## src/rtl/fp_add_pipe_if.sv

```systemverilog
// Valid/ready handshake bundle for fp_add_pipe (operand side and result side).
// The op_sub signal exists only when FP_ADD_SUB_EN is defined.
interface fp_add_pipe_if #(
  parameter int EXP_W = 8,
  parameter int MAN_W = 7,
  parameter int TAG_W = 4
);
  localparam int W = 1 + EXP_W + MAN_W;

  logic             in_valid;
  logic             in_ready;
  logic [W-1:0]     in_a;
  logic [W-1:0]     in_b;
  logic [TAG_W-1:0] in_tag;
`ifdef FP_ADD_SUB_EN
  logic             op_sub;
`endif
  logic             out_valid;
  logic             out_ready;
  logic [W-1:0]     out_sum;
  logic [TAG_W-1:0] out_tag;
  logic [3:0]       out_flags;

`ifdef FP_ADD_SUB_EN
  modport master (
    output in_valid, in_a, in_b, in_tag, op_sub, out_ready,
    input  in_ready, out_valid, out_sum, out_tag, out_flags
  );
  modport slave (
    input  in_valid, in_a, in_b, in_tag, op_sub, out_ready,
    output in_ready, out_valid, out_sum, out_tag, out_flags
  );
`else
  modport master (
    output in_valid, in_a, in_b, in_tag, out_ready,
    input  in_ready, out_valid, out_sum, out_tag, out_flags
  );
  modport slave (
    input  in_valid, in_a, in_b, in_tag, out_ready,
    output in_ready, out_valid, out_sum, out_tag, out_flags
  );
`endif
endinterface

```

## src/rtl/fp_add_pipe.sv

```systemverilog
// Three-stage pipelined floating-point adder (unpack/align, add/sub, normalise/round).
// Optional macro FP_ADD_SUB_EN adds op_sub, which negates operand B to compute A-B.
module fp_add_pipe #(
  parameter int EXP_W = 8,
  parameter int MAN_W = 7,
  parameter int TAG_W = 4
) (
  input  logic         clk,
  input  logic         rst,
  fp_add_pipe_if.slave bus
);
  localparam int W     = 1 + EXP_W + MAN_W;
  localparam int SIG_W = MAN_W + 4;
  localparam int LZ_W  = $clog2(SIG_W + 1);
  localparam int XE_W  = EXP_W + 2;
  localparam logic [EXP_W-1:0]        EXP_ONES = '1;
  localparam logic [W-1:0]            QNAN     = {1'b0, EXP_ONES, 1'b1, {(MAN_W-1){1'b0}}};
  localparam logic signed [XE_W-1:0]  XE_ZERO  = '0;
  localparam logic signed [XE_W-1:0]  EXP_MAX  = {2'b00, EXP_ONES};

  logic adv;

  logic v1_q, v1_d, spec1_q, spec1_d, sign1_q, sign1_d, sub1_q, sub1_d;
  logic [TAG_W-1:0] tag1_q, tag1_d;
  logic [W-1:0]     sres1_q, sres1_d;
  logic [3:0]       sfl1_q, sfl1_d;
  logic [EXP_W-1:0] exp1_q, exp1_d;
  logic [SIG_W-1:0] sigl1_q, sigl1_d, sigs1_q, sigs1_d;

  logic v2_q, v2_d, spec2_q, spec2_d, sign2_q, sign2_d;
  logic [TAG_W-1:0] tag2_q, tag2_d;
  logic [W-1:0]     sres2_q, sres2_d;
  logic [3:0]       sfl2_q, sfl2_d;
  logic [EXP_W-1:0] exp2_q, exp2_d;
  logic [SIG_W:0]   sum2_q, sum2_d;

  logic v3_q, v3_d;
  logic [TAG_W-1:0] tag3_q, tag3_d;
  logic [W-1:0]     res3_q, res3_d;
  logic [3:0]       fl3_q, fl3_d;

  assign adv           = bus.out_ready | ~bus.out_valid;
  assign bus.in_ready  = adv;
  assign bus.out_valid = v3_q;
  assign bus.out_sum   = res3_q;
  assign bus.out_tag   = tag3_q;
  assign bus.out_flags = fl3_q;

  // ---------------- stage 1: unpack, classify, swap, align
  logic [W-1:0]     b_eff;
  logic             sa, sb, za, zb, ia, ib, na, nb, swap, sl, zs;
  logic [EXP_W-1:0] ea, eb, el, es, d;
  logic [MAN_W-1:0] fa, fb, fl, fs;
  logic [W-2:0]     mag_a, mag_b;
  logic [SIG_W-1:0] ext_s, shifted, lost, sig_s_al;
  logic             spec_c;
  logic [W-1:0]     spec_res_c;
  logic [3:0]       spec_fl_c;

`ifdef FP_ADD_SUB_EN
  assign b_eff = {bus.in_b[W-1] ^ bus.op_sub, bus.in_b[W-2:0]};
`else
  assign b_eff = bus.in_b;
`endif

  assign {sa, ea, fa} = bus.in_a;
  assign {sb, eb, fb} = b_eff;
  assign za    = (ea == '0);
  assign zb    = (eb == '0);
  assign ia    = (ea == EXP_ONES) && (fa == '0);
  assign ib    = (eb == EXP_ONES) && (fb == '0);
  assign na    = (ea == EXP_ONES) && (fa != '0);
  assign nb    = (eb == EXP_ONES) && (fb != '0);
  // subnormals compare as zero magnitude since they are flushed
  assign mag_a = za ? '0 : bus.in_a[W-2:0];
  assign mag_b = zb ? '0 : b_eff[W-2:0];
  assign swap  = (mag_b > mag_a);
  assign sl    = swap ? sb : sa;
  assign el    = swap ? eb : ea;
  assign fl    = swap ? fb : fa;
  assign es    = swap ? ea : eb;
  assign fs    = swap ? fa : fb;
  assign zs    = swap ? za : zb;
  assign d     = el - es;

  always_comb begin
    ext_s    = {~zs, fs, 3'b000};
    shifted  = '0;
    lost     = '0;
    sig_s_al = '0;
    if (d >= EXP_W'(MAN_W + 3)) begin
      sig_s_al = {{(SIG_W-1){1'b0}}, ~zs};
    end else begin
      shifted  = ext_s >> d;
      lost     = ext_s & ~({SIG_W{1'b1}} << d);
      sig_s_al = {shifted[SIG_W-1:1], shifted[0] | (|lost)};
    end
  end

  always_comb begin
    spec_c     = 1'b1;
    spec_res_c = '0;
    spec_fl_c  = 4'b0000;
    if (na || nb || (ia && ib && (sa != sb))) begin
      spec_res_c = QNAN;
      spec_fl_c  = 4'b1000;
    end else if (ia) begin
      spec_res_c = bus.in_a;
    end else if (ib) begin
      spec_res_c = b_eff;
    end else if (za && zb) begin
      spec_res_c = {sa & sb, {(W-1){1'b0}}};
    end else if (za) begin
      spec_res_c = b_eff;
    end else if (zb) begin
      spec_res_c = bus.in_a;
    end else begin
      spec_c = 1'b0;
    end
  end

  // ---------------- stage 3: normalise, round, pack
  logic [LZ_W-1:0]         lzc;
  logic [SIG_W-1:0]        norm;
  logic signed [XE_W-1:0]  exp_n, exp_r;
  logic                    g, r, s, inc;
  logic [MAN_W+1:0]        mant;
  logic [MAN_W-1:0]        frac_r;
  logic [W-1:0]            res_c;
  logic [3:0]              fl_c;

  always_comb begin
    lzc = LZ_W'(SIG_W);
    for (int i = 0; i < SIG_W; i++) begin
      if (sum2_q[i]) lzc = LZ_W'(SIG_W - 1 - i);
    end
    if (sum2_q[SIG_W]) begin
      norm  = {sum2_q[SIG_W:2], sum2_q[1] | sum2_q[0]};
      exp_n = {2'b00, exp2_q} + XE_W'(1);
    end else begin
      norm  = sum2_q[SIG_W-1:0] << lzc;
      exp_n = {2'b00, exp2_q} - XE_W'(lzc);
    end
    g    = norm[2];
    r    = norm[1];
    s    = norm[0];
    inc  = g & (r | s | norm[3]);
    mant = {1'b0, norm[SIG_W-1:3]} + (MAN_W+2)'(inc);
    if (mant[MAN_W+1]) begin
      frac_r = mant[MAN_W:1];
      exp_r  = exp_n + XE_W'(1);
    end else begin
      frac_r = mant[MAN_W-1:0];
      exp_r  = exp_n;
    end

    res_c = '0;
    fl_c  = 4'b0000;
    if (spec2_q) begin
      res_c = sres2_q;
      fl_c  = sfl2_q;
    end else if (sum2_q == '0) begin
      res_c = '0;
    end else if (exp_n <= XE_ZERO) begin
      res_c = {sign2_q, {(W-1){1'b0}}};
      fl_c  = 4'b0011;
    end else if (exp_r >= EXP_MAX) begin
      res_c = {sign2_q, EXP_ONES, {MAN_W{1'b0}}};
      fl_c  = 4'b0101;
    end else begin
      res_c = {sign2_q, exp_r[EXP_W-1:0], frac_r};
      fl_c  = {3'b000, g | r | s};
    end
  end

  // ---------------- pipeline register next-state; every stage holds when !adv
  always_comb begin
    v1_d = v1_q;  tag1_d = tag1_q;  spec1_d = spec1_q;  sres1_d = sres1_q;
    sfl1_d = sfl1_q;  sign1_d = sign1_q;  sub1_d = sub1_q;  exp1_d = exp1_q;
    sigl1_d = sigl1_q;  sigs1_d = sigs1_q;
    v2_d = v2_q;  tag2_d = tag2_q;  spec2_d = spec2_q;  sres2_d = sres2_q;
    sfl2_d = sfl2_q;  sign2_d = sign2_q;  exp2_d = exp2_q;  sum2_d = sum2_q;
    v3_d = v3_q;  tag3_d = tag3_q;  res3_d = res3_q;  fl3_d = fl3_q;
    if (adv) begin
      v1_d    = bus.in_valid;
      tag1_d  = bus.in_tag;
      spec1_d = spec_c;
      sres1_d = spec_res_c;
      sfl1_d  = spec_fl_c;
      sign1_d = sl;
      sub1_d  = sa ^ sb;
      exp1_d  = el;
      sigl1_d = {1'b1, fl, 3'b000};
      sigs1_d = sig_s_al;

      v2_d    = v1_q;
      tag2_d  = tag1_q;
      spec2_d = spec1_q;
      sres2_d = sres1_q;
      sfl2_d  = sfl1_q;
      sign2_d = sign1_q;
      exp2_d  = exp1_q;
      sum2_d  = sub1_q ? ({1'b0, sigl1_q} - {1'b0, sigs1_q})
                       : ({1'b0, sigl1_q} + {1'b0, sigs1_q});

      v3_d    = v2_q;
      tag3_d  = tag2_q;
      res3_d  = res_c;
      fl3_d   = fl_c;
    end
  end

  always_ff @(posedge clk or negedge rst) begin
    if (!rst) begin
      v1_q <= 1'b0;  tag1_q <= '0;  spec1_q <= 1'b0;  sres1_q <= '0;  sfl1_q <= '0;
      sign1_q <= 1'b0;  sub1_q <= 1'b0;  exp1_q <= '0;  sigl1_q <= '0;  sigs1_q <= '0;
      v2_q <= 1'b0;  tag2_q <= '0;  spec2_q <= 1'b0;  sres2_q <= '0;  sfl2_q <= '0;
      sign2_q <= 1'b0;  exp2_q <= '0;  sum2_q <= '0;
      v3_q <= 1'b0;  tag3_q <= '0;  res3_q <= '0;  fl3_q <= '0;
    end else begin
      v1_q <= v1_d;  tag1_q <= tag1_d;  spec1_q <= spec1_d;  sres1_q <= sres1_d;  sfl1_q <= sfl1_d;
      sign1_q <= sign1_d;  sub1_q <= sub1_d;  exp1_q <= exp1_d;  sigl1_q <= sigl1_d;  sigs1_q <= sigs1_d;
      v2_q <= v2_d;  tag2_q <= tag2_d;  spec2_q <= spec2_d;  sres2_q <= sres2_d;  sfl2_q <= sfl2_d;
      sign2_q <= sign2_d;  exp2_q <= exp2_d;  sum2_q <= sum2_d;
      v3_q <= v3_d;  tag3_q <= tag3_d;  res3_q <= res3_d;  fl3_q <= fl3_d;
    end
  end
endmodule

```

## src/flat_wrapper.sv

```systemverilog
// flat-port wrapper written by rule: the top's interface ports become plain ports
module fp_add_pipe_flat 
#(
  parameter int EXP_W = 8,
  parameter int MAN_W = 7,
  parameter int TAG_W = 4
)
  (clk, rst, bus_in_valid, bus_in_a, bus_in_b, bus_in_tag, bus_out_ready, bus_in_ready, bus_out_valid, bus_out_sum, bus_out_tag, bus_out_flags);
  fp_add_pipe_if #(.EXP_W(EXP_W), .MAN_W(MAN_W), .TAG_W(TAG_W)) bus_i ();
  input  logic clk;
  input  logic rst;
  input wire logic [$bits(bus_i.in_valid)-1:0] bus_in_valid;
  input wire logic [$bits(bus_i.in_a)-1:0] bus_in_a;
  input wire logic [$bits(bus_i.in_b)-1:0] bus_in_b;
  input wire logic [$bits(bus_i.in_tag)-1:0] bus_in_tag;
  input wire logic [$bits(bus_i.out_ready)-1:0] bus_out_ready;
  output wire logic [$bits(bus_i.in_ready)-1:0] bus_in_ready;
  output wire logic [$bits(bus_i.out_valid)-1:0] bus_out_valid;
  output wire logic [$bits(bus_i.out_sum)-1:0] bus_out_sum;
  output wire logic [$bits(bus_i.out_tag)-1:0] bus_out_tag;
  output wire logic [$bits(bus_i.out_flags)-1:0] bus_out_flags;
  assign bus_i.in_valid = bus_in_valid;
  assign bus_i.in_a = bus_in_a;
  assign bus_i.in_b = bus_in_b;
  assign bus_i.in_tag = bus_in_tag;
  assign bus_i.out_ready = bus_out_ready;
  assign bus_in_ready = bus_i.in_ready;
  assign bus_out_valid = bus_i.out_valid;
  assign bus_out_sum = bus_i.out_sum;
  assign bus_out_tag = bus_i.out_tag;
  assign bus_out_flags = bus_i.out_flags;
  fp_add_pipe #(.EXP_W(EXP_W), .MAN_W(MAN_W), .TAG_W(TAG_W)) u_core (.clk(clk), .rst(rst), .bus(bus_i));
endmodule
```

## config.mk

```make
export PLATFORM = sky130hd
export DESIGN_NAME = fp_add_pipe_flat
export DESIGN_NICKNAME = d
export VERILOG_FILES = /design/src/rtl/fp_add_pipe_if.sv /design/src/rtl/fp_add_pipe.sv /design/src/flat_wrapper.sv
export SDC_FILE = /design/constraint.sdc
export NUM_CORES = 1
export LEC_CHECK = 0
export CAP_MARGIN = 10
export CORE_MARGIN = 2
export CORE_UTILIZATION = 60
export DETAILED_ROUTE_END_ITERATION = 10
export HOLD_SLACK_MARGIN = 0.03
export PLACE_DENSITY = 0.81
export SYNTH_ARGS = -nofsm -noshare
export SYNTH_HDL_FRONTEND = slang
export SYNTH_SLANG_ARGS = --single-unit
```

## constraint.sdc

```tcl
create_clock -name clk -period 4.7 [get_ports clk]
set_input_delay 1.41 -clock clk [delete_from_list [all_inputs] [get_ports clk]]
set_output_delay 1.41 -clock clk [all_outputs]
set_load 0.1 [all_outputs]
```

==> impl_metrics.csv, run 1 <==
group,metric,value,unit
placed_design,place_hpwl,19800,um
global_route,grt.busiest_layer,"met2",
critical_path,crit_slowest_cell,"or4_4",
drt,drtPass1Iterations,6,
logic_synthesis,yosysSeqAreaShare,0.328,
global_route,grt_pass1_wl,44700,um
logic_synthesis,syn_area_per_cell,8.00,um^2
critical_path,rr_worst_depth,18,
power,ir_worst_vdd,0.405,mV
placed_design,gp_congestion,0.972,
logic_synthesis,synth_ff_type,"dfrtp_1",
power,p_int,3.52,mW
logic_synthesis,synth_cell_types,94,
power,combinationalPowerShare,0.574,
global_route,grt_use_met2,0.562,
power,p_sw_frac,0.489,
critical_path,cp_max_fo,8,
placed_design,placed_cell_area,0.0109,mm^2
floorplan,placementRows,45,
critical_path,r2r-end,"u_core.bus.out_sum[7]",
timing,finalSetupViolCount,11,
logic_synthesis,async_flop_share,1.00,
timing,hold_viol_final,0,
floorplan,dieArea,0.0164,mm^2
logic_synthesis,netlist_top_cells_area,"dfrtp_1 (33%), nand2_1 (9.1%), ha_1 (5.8%), nor2_1 (3.8%), a21oi_1 (3.5%)",
logic_synthesis,yosys.area.top_type,"dfrtp_1",
cells_and_area,layout.nets,1382,
cells_and_area,final_common_cell,"nand2_1",
floorplan,die_w,128,um
drt,ant_nets,0,
global_route,gr-usage-met3,0.0455,
global_route,antenna_found_initial,0,
clock_network,clock-sinks,121,
floorplan,io_pins,66,
clock_network,cts_tree,"done",
drt,wl,27600,um
global_route,overflow,0,
status,status,"complete, but fails checks",
critical_path,worstSetupPathType,"input port to register",
timing,worst_pin_slew,1020,ps
clock_network,clockRootBuffer,"clkbuf_16",
logic_synthesis,synth_nets,1239,
logic_synthesis,synth-edff-count,0,
cells_and_area,diodes,0,
min_path,hp-class,"register to register",
critical_path,crit_path_max_incr_delay,560,ps
critical_path,ff2ff_setup_slack,290,ps
timing,relSlewSlack,0.321,
power,clkPwrFrac,0.182,
clock_network,worst_skew_pair.late_latency,420,ps
floorplan,initial_core_util,0.610,
cells_and_area,fillCellCount,1055,
logic_synthesis,ys_ff_latch,121,
logic_synthesis,netlist_area,0.00924,mm^2
critical_path,crit_top_cell,"o211ai_1",
clock_network,cts_buffers,17,
power,pwr_density_cell,585,mW/mm^2
critical_path,crit_end,"u_core.sigs1_q[10]",
clock_network,cts.path.max_buffers,2,
global_route,grt_usage,0.340,
critical_path,cp.required,5000,ps
drt,vias_per_cell,6.22,
cells_and_area,layout_common_cells,"nand2_1 (216), buf_4 (128), dfrtp_1 (121)",
critical_path,end_kind,"register",
floorplan,die_h,128,um
logic_synthesis,syn_inst,1154,
timing,final.setup_skew,6.50,ps
power,seq_power_share,0.243,
timing,min_period_over_period,1.08,
cells_and_area,design_area,0.0118,mm^2
status,violations,"negative setup slack",
timing,rsz0062_at_grt,"true",
global_route,grt_max_degree,127,
power,leakage,5.27,nW
drt,wire_per_inst,18.4,um
timing,hold_ws,450,ps
clock_network,h-tree-depth,4,
logic_synthesis,yosysWarnings,0,
power,finalPower,6.89,mW
power,netSwitchingPower,3.37,mW
critical_path,cp_cell_sequence,"buf_8, nor4_4, nand2_2, buf_6, buf_4, nand2_4, ha_4, nand3_2, or4_4, a32o_2, a311oi_4, ha_2, inv_2, o2111ai_2, o221ai_1, o2111ai_1, o211ai_1, o211ai_1, a21o_1, nor3_4, a22o_1",
logic_synthesis,synth_top_area_frac,0.328,
drt,vias,9319,
timing,period_needed,5070,ps
drt,drc,0,
timing,setup_tns,-3120,ps
placed_design,post-place-ws,-1110,ps
floorplan,core,0.0151,mm^2
drt,drt_iter0_markers,841,
critical_path,crit_start,"bus_in_b[14]",
global_route,gr-usage-met1,0.460,
global_route,grt_pass1_vias,8978,
timing,timing.fmax,0.197,GHz
critical_path,critPathArrivalTime,5360,ps
timing,setup_ws,-369,ps
critical_path,rr_startpoint,"u_core.sum2_q[1]",
placed_design,portBuffers,65,
cells_and_area,syn2layout_area_growth,27.5,%
critical_path,startpoint_type,"input port",
clock_network,clkTransAtPathRegs,60,ps
timing,maxSlewViolCount,0,
cells_and_area,drive_above_1_share,0.203,
flow_run,drv_cap,0,
-- cell type report --
cell class / count / area [um^2] / share of cell area
Clock buffer: 20 / 457 / 0.0388
Clock inverter: 12 / 116 / 0.00988
Inverter: 54 / 209 / 0.0177
Multi-Input combinational cell: 902 / 6020 / 0.511
Sequential cell: 121 / 3030 / 0.257
Tap cell: 188 / 235 / 0.0200
Timing Repair Buffer: 201 / 1710 / 0.145
-- cells in the mapped netlist, drive strengths merged, types with 10 or more instances --
cell type / n
nand3: 23
nor3: 23
a21oi: 65
inv: 51
o22ai: 10
nand2b: 13
nor2b: 14
a31oi: 26
nand2: 225
nand4: 13
buf: 20
dfrtp: 121
mux2i: 21
or3: 10
nor2: 96
a22o: 20
ha: 43
xnor2: 24
o21a: 14
o21ai: 70
and2: 10
and3: 17
nor4: 15
clkbuf: 57
o211ai: 16
-- critical path, delay by kind of cell --
family / cells / cell delay, ps
adders and majority gates: 2 / 350
AOI/OAI and AO/OA: 9 / 1810
buffers and inverters: 4 / 480
and+or+nand+nor: 6 / 1300
-- per-layer routing --
layer	wire length, um	vias up
met5	0	-
met4	828	0
met3	1610	83
met2	13300	400
met1	11900	4412
li1	-	4424
-- how the worst min path moves through the flow --
| stage | startpoint | endpoint | slack, ps | depth (start not counted) |
|---|---|---|---|---|
| global placement | u_core.v2_q | u_core.v2_q | 440 | 2 |
| floorplan | u_core.v2_q | u_core.v2_q | 430 | 2 |
| CTS | u_core.v2_q | u_core.bus.out_valid | 450 | 1 |
| finish | u_core.v2_q | u_core.bus.out_valid | 450 | 1 |
| global route | u_core.v2_q | u_core.bus.out_valid | 470 | 1 |
| detailed placement | u_core.v2_q | u_core.bus.out_valid | 450 | 1 |
-- flip-flops by register name, summed over array words and instances (netlist names), 4 cells and up --
register,cells
u_core.sigs1_q,11
u_core.bus.out_sum,16
u_core.sigl1_q,8
u_core.tag1_q,4
u_core.exp2_q,8
u_core.bus.out_tag,4
u_core.tag2_q,4
u_core.sum2_q,12
u_core.sres1_q,16
u_core.bus.out_flags,4
u_core.sres2_q,16
u_core.exp1_q,8
-- timing repair --
item,in CTS,in global routing
cloned,1,0
setup buffers,11,1
endpoints found under the setup margin,11,20
hold buffers,0,0
pin swaps,26,24
gates resized for setup,66,32
-- cells by family after synthesis --
logic type | Yosys count | share of synthesized area
fa+ha+maj | 46 | 0.0637
compound gates | 313 | 0.236
flops | 121 | 0.328
buf+inv | 131 | 0.0597
simple gates | 482 | 0.245
xor+xnor | 32 | 0.0332
mux | 29 | 0.0341
-- stage by stage --
step                cells   util
floorplan            1154      -
global placement     1453  0.720
detailed placement   1453  0.720
CTS                  1497  0.767
global route         1498  0.778
finish               1498  0.778
-- power by group through the flow --
stage	Combinational [mW]	Clock, mW	Sequential [mW]
floorplan	2.28	0	2.22
global placement	3.78	0	1.67
detailed placement	3.84	0	1.68
CTS	3.89	1.26	1.67
global route	4.27	1.32	1.72
finish	3.96	1.26	1.68
No activity file was read; power rests on OpenSTA's default activity.
==> inputs of run 2 (changes only) <==
--- a/config.mk
+++ b/config.mk
@@ -7,10 +7,10 @@
 export LEC_CHECK = 0
 export CAP_MARGIN = 10
 export CORE_MARGIN = 2
-export CORE_UTILIZATION = 60
+export CORE_UTILIZATION = 55
 export DETAILED_ROUTE_END_ITERATION = 10
 export HOLD_SLACK_MARGIN = 0.03
-export PLACE_DENSITY = 0.81
+export PLACE_DENSITY = 0.75
 export SYNTH_ARGS = -nofsm -noshare
 export SYNTH_HDL_FRONTEND = slang
 export SYNTH_SLANG_ARGS = --single-unit
==> run 2 against run 1 <==
The run still ends with negative setup slack left. Clock power fell by 4%. Global-route usage fell by 3.5 points. Total power fell by 1.2%. Cell count rose by 1.5%. First-iteration DRC count fell by 8.8%. Clock skew barely moved. Critical path depth fell by 2. Sequential cell count did not move. Sequential power barely moved. Register-to-register slack improved by 90 ps.
==> impl_metrics.csv, run 2 (synthesized netlist as in run 1, its figures left out) <==
group,metric,value,unit
timing,maxSlewViolCount,0,
power,p_sw_frac,0.491,
cells_and_area,drive_above_1_share,0.200,
timing,setup_ws,-214,ps
drt,met1_length,12000,um
power,combinationalPowerShare,0.572,
global_route,antenna_found_initial,0,
power,netSwitchingPower,3.34,mW
critical_path,startpoint_type,"input port",
critical_path,critPathArrivalTime,5220,ps
placed_design,gp_congestion,0.967,
drt,vias,9077,
drt,top_layer,"met4",
clock_network,clock-sinks,121,
floorplan,core,0.0165,mm^2
timing,hold_ws,455,ps
status,status,"complete, but fails checks",
timing,final.setup_skew,6.29,ps
timing,relSlewSlack,0.334,
power,seq_power_share,0.249,
clock_network,cts_tree,"done",
clock_network,clockRootBuffer,"clkbuf_16",
global_route,overflow,0,
status,violations,"negative setup slack",
critical_path,worstSetupPathType,"input port to register",
drt,drt_iter0_markers,767,
timing,rsz0062_at_grt,"true",
cells_and_area,diodes,0,
cells_and_area,final_common_cell,"nand2_1",
clock_network,clkTransAtPathRegs,60,ps
cells_and_area,multi_input_area,0.00601,mm^2
power,leakage,5.21,nW
drt,wl_met3,1170,um
placed_design,place_hpwl,19500,um
global_route,grt_pass1_vias,8816,
flow_run,drv_cap,0,
clock_network,cts.path.max_buffers,2,
drt,ant_nets,0,
timing,hold_viol_final,0,
floorplan,die_w,134,um
floorplan,placementRows,47,
clock_network,worst_skew_pair.late_latency,420,ps
timing,period_needed,4910,ps
timing,worst_pin_slew,995,ps
drt,drtPass1Iterations,6,
power,ir_worst_vdd,0.511,mV
cells_and_area,layout_common_cells,"nand2_1 (217), buf_4 (122), dfrtp_1 (121)",
drt,dr_wl_met2,13200,um
drt,vias_per_cell,5.97,
min_path,hp-class,"register to register",
timing,timing.fmax,0.204,GHz
clock_network,cts_buffers,17,
cells_and_area,seq_area,0.00303,mm^2
global_route,grt_max_degree,127,
critical_path,ff2ff_setup_slack,380,ps
floorplan,io_pins,66,
floorplan,dieArea,0.0178,mm^2
critical_path,cp.required,5000,ps
global_route,grt_pass1_wl,44000,um
critical_path,rr_worst_depth,17,
timing,finalSetupViolCount,11,
floorplan,die_h,134,um
power,clkPwrFrac,0.178,
critical_path,end_kind,"register",
power,pwr_density_cell,581,mW/mm^2
power,p_int,3.47,mW
drt,wire_per_inst,17.7,um
global_route,grt_usage,0.305,
cells_and_area,layout.nets,1373,
clock_network,h-tree-depth,4,
drt,wl,27000,um
cells_and_area,fillCellCount,1324,
min_path,hold_path_depth,1,
placed_design,portBuffers,65,
critical_path,cp_max_fo,3,
drt,drc,0,
cells_and_area,syn2layout_area_growth,26.8,%
timing,min_period_over_period,1.05,
floorplan,initial_core_util,0.559,
power,finalPower,6.81,mW
## run 2: changes by cell type in the layout (fill, tap and decap cells not counted), moves of 2 or more
| cell | delta |
|---|---|
| a211oi_1 | -2 |
| a211oi_2 | +2 |
| buf_4 | -6 |
| clkdlybuf4s15_1 | -2 |
| clkinv_2 | +3 |
| clkinvlp_4 | +2 |
| inv_6 | -4 |
| o22ai_1 | +4 |
| o22ai_2 | -4 |
| xor2_1 | -2 |
| xor2_2 | +2 |
## run 2: stage by stage
| stage | worst slack [ps] | area (um^2) | TNS, ps | cells | util |
|---|---|---|---|---|---|
| after CTS | -199 | 11500 | -1660 | 1518 | 0.698 |
| after detailed placement | -1030 | 10900 | -11940 | 1478 | 0.659 |
| final | -214 | 11700 | -1950 | 1521 | 0.709 |
| after global placement | -951 | 10900 | -10700 | 1478 | 0.659 |
| after floorplan | -433 | 9460 | -3390 | 1154 | - |
| after global routing | -446 | 11700 | -3920 | 1521 | 0.709 |
## run 2: path summary, 6_finish.rpt
kind | from | end
setup / recovery | bus_in_a[8] | u_core.sigs1_q[10]
hold / removal | u_core.v2_q | u_core.bus.out_valid
setup reg to reg | u_core.sum2_q[4] | u_core.bus.out_flags[2]
hold reg to reg | u_core.v2_q | u_core.bus.out_valid
max in group asynchronous | rst | u_core.sres2_q[1]
min in group asynchronous | rst | u_core.sres2_q[13]
## run 2: final cells by class
class                           count  area share
Multi-Input combinational cell    902       0.513
Sequential cell                   121       0.258
Timing Repair Buffer              192       0.140
Clock buffer                       20      0.0381
Tap cell                          220      0.0235
Inverter                           54      0.0180
Clock inverter                     12     0.00876
## run 2: what timing repair did
item	CTS	global route
pin swaps	25	21
setup buffers	8	3
setup endpoints to repair	11	13
gates cloned	0	0
hold buffers	0	0
gates resized for setup	64	37
## run 2: critical path, cell delays in order
cell	delay [ps]
clkdlybuf4s15_1	200
nor4_2	370
nand2_2	140
and2_4	170
ha_4	250
nand3_2	70
or4_4	570
a32o_2	270
a311oi_2	250
ha_2	260
inv_4	50
o2111ai_2	50
o221ai_1	140
o2111ai_1	90
o211ai_1	180
o211ai_1	230
a21o_1	230
nor3_4	70
a22o_1	230
## run 2: power by group through the flow
stage / logic [mW] / registers (mW) / clock network [mW]
finish: 3.90 / 1.70 / 1.21
global route: 4.22 / 1.74 / 1.27
CTS: 3.83 / 1.69 / 1.22
detailed placement: 3.79 / 1.70 / 0
global placement: 3.73 / 1.68 / 0
floorplan: 2.28 / 2.22 / 0
## run 2: routing by layer
| layer | track usage | up-vias |
|---|---|---|
| li1 | - | 4388 |
| met1 | 0.410 | 4351 |
| met2 | 0.510 | 288 |
| met3 | 0.0407 | 50 |
| met4 | 0.106 | 0 |
| met5 | 0 | - |
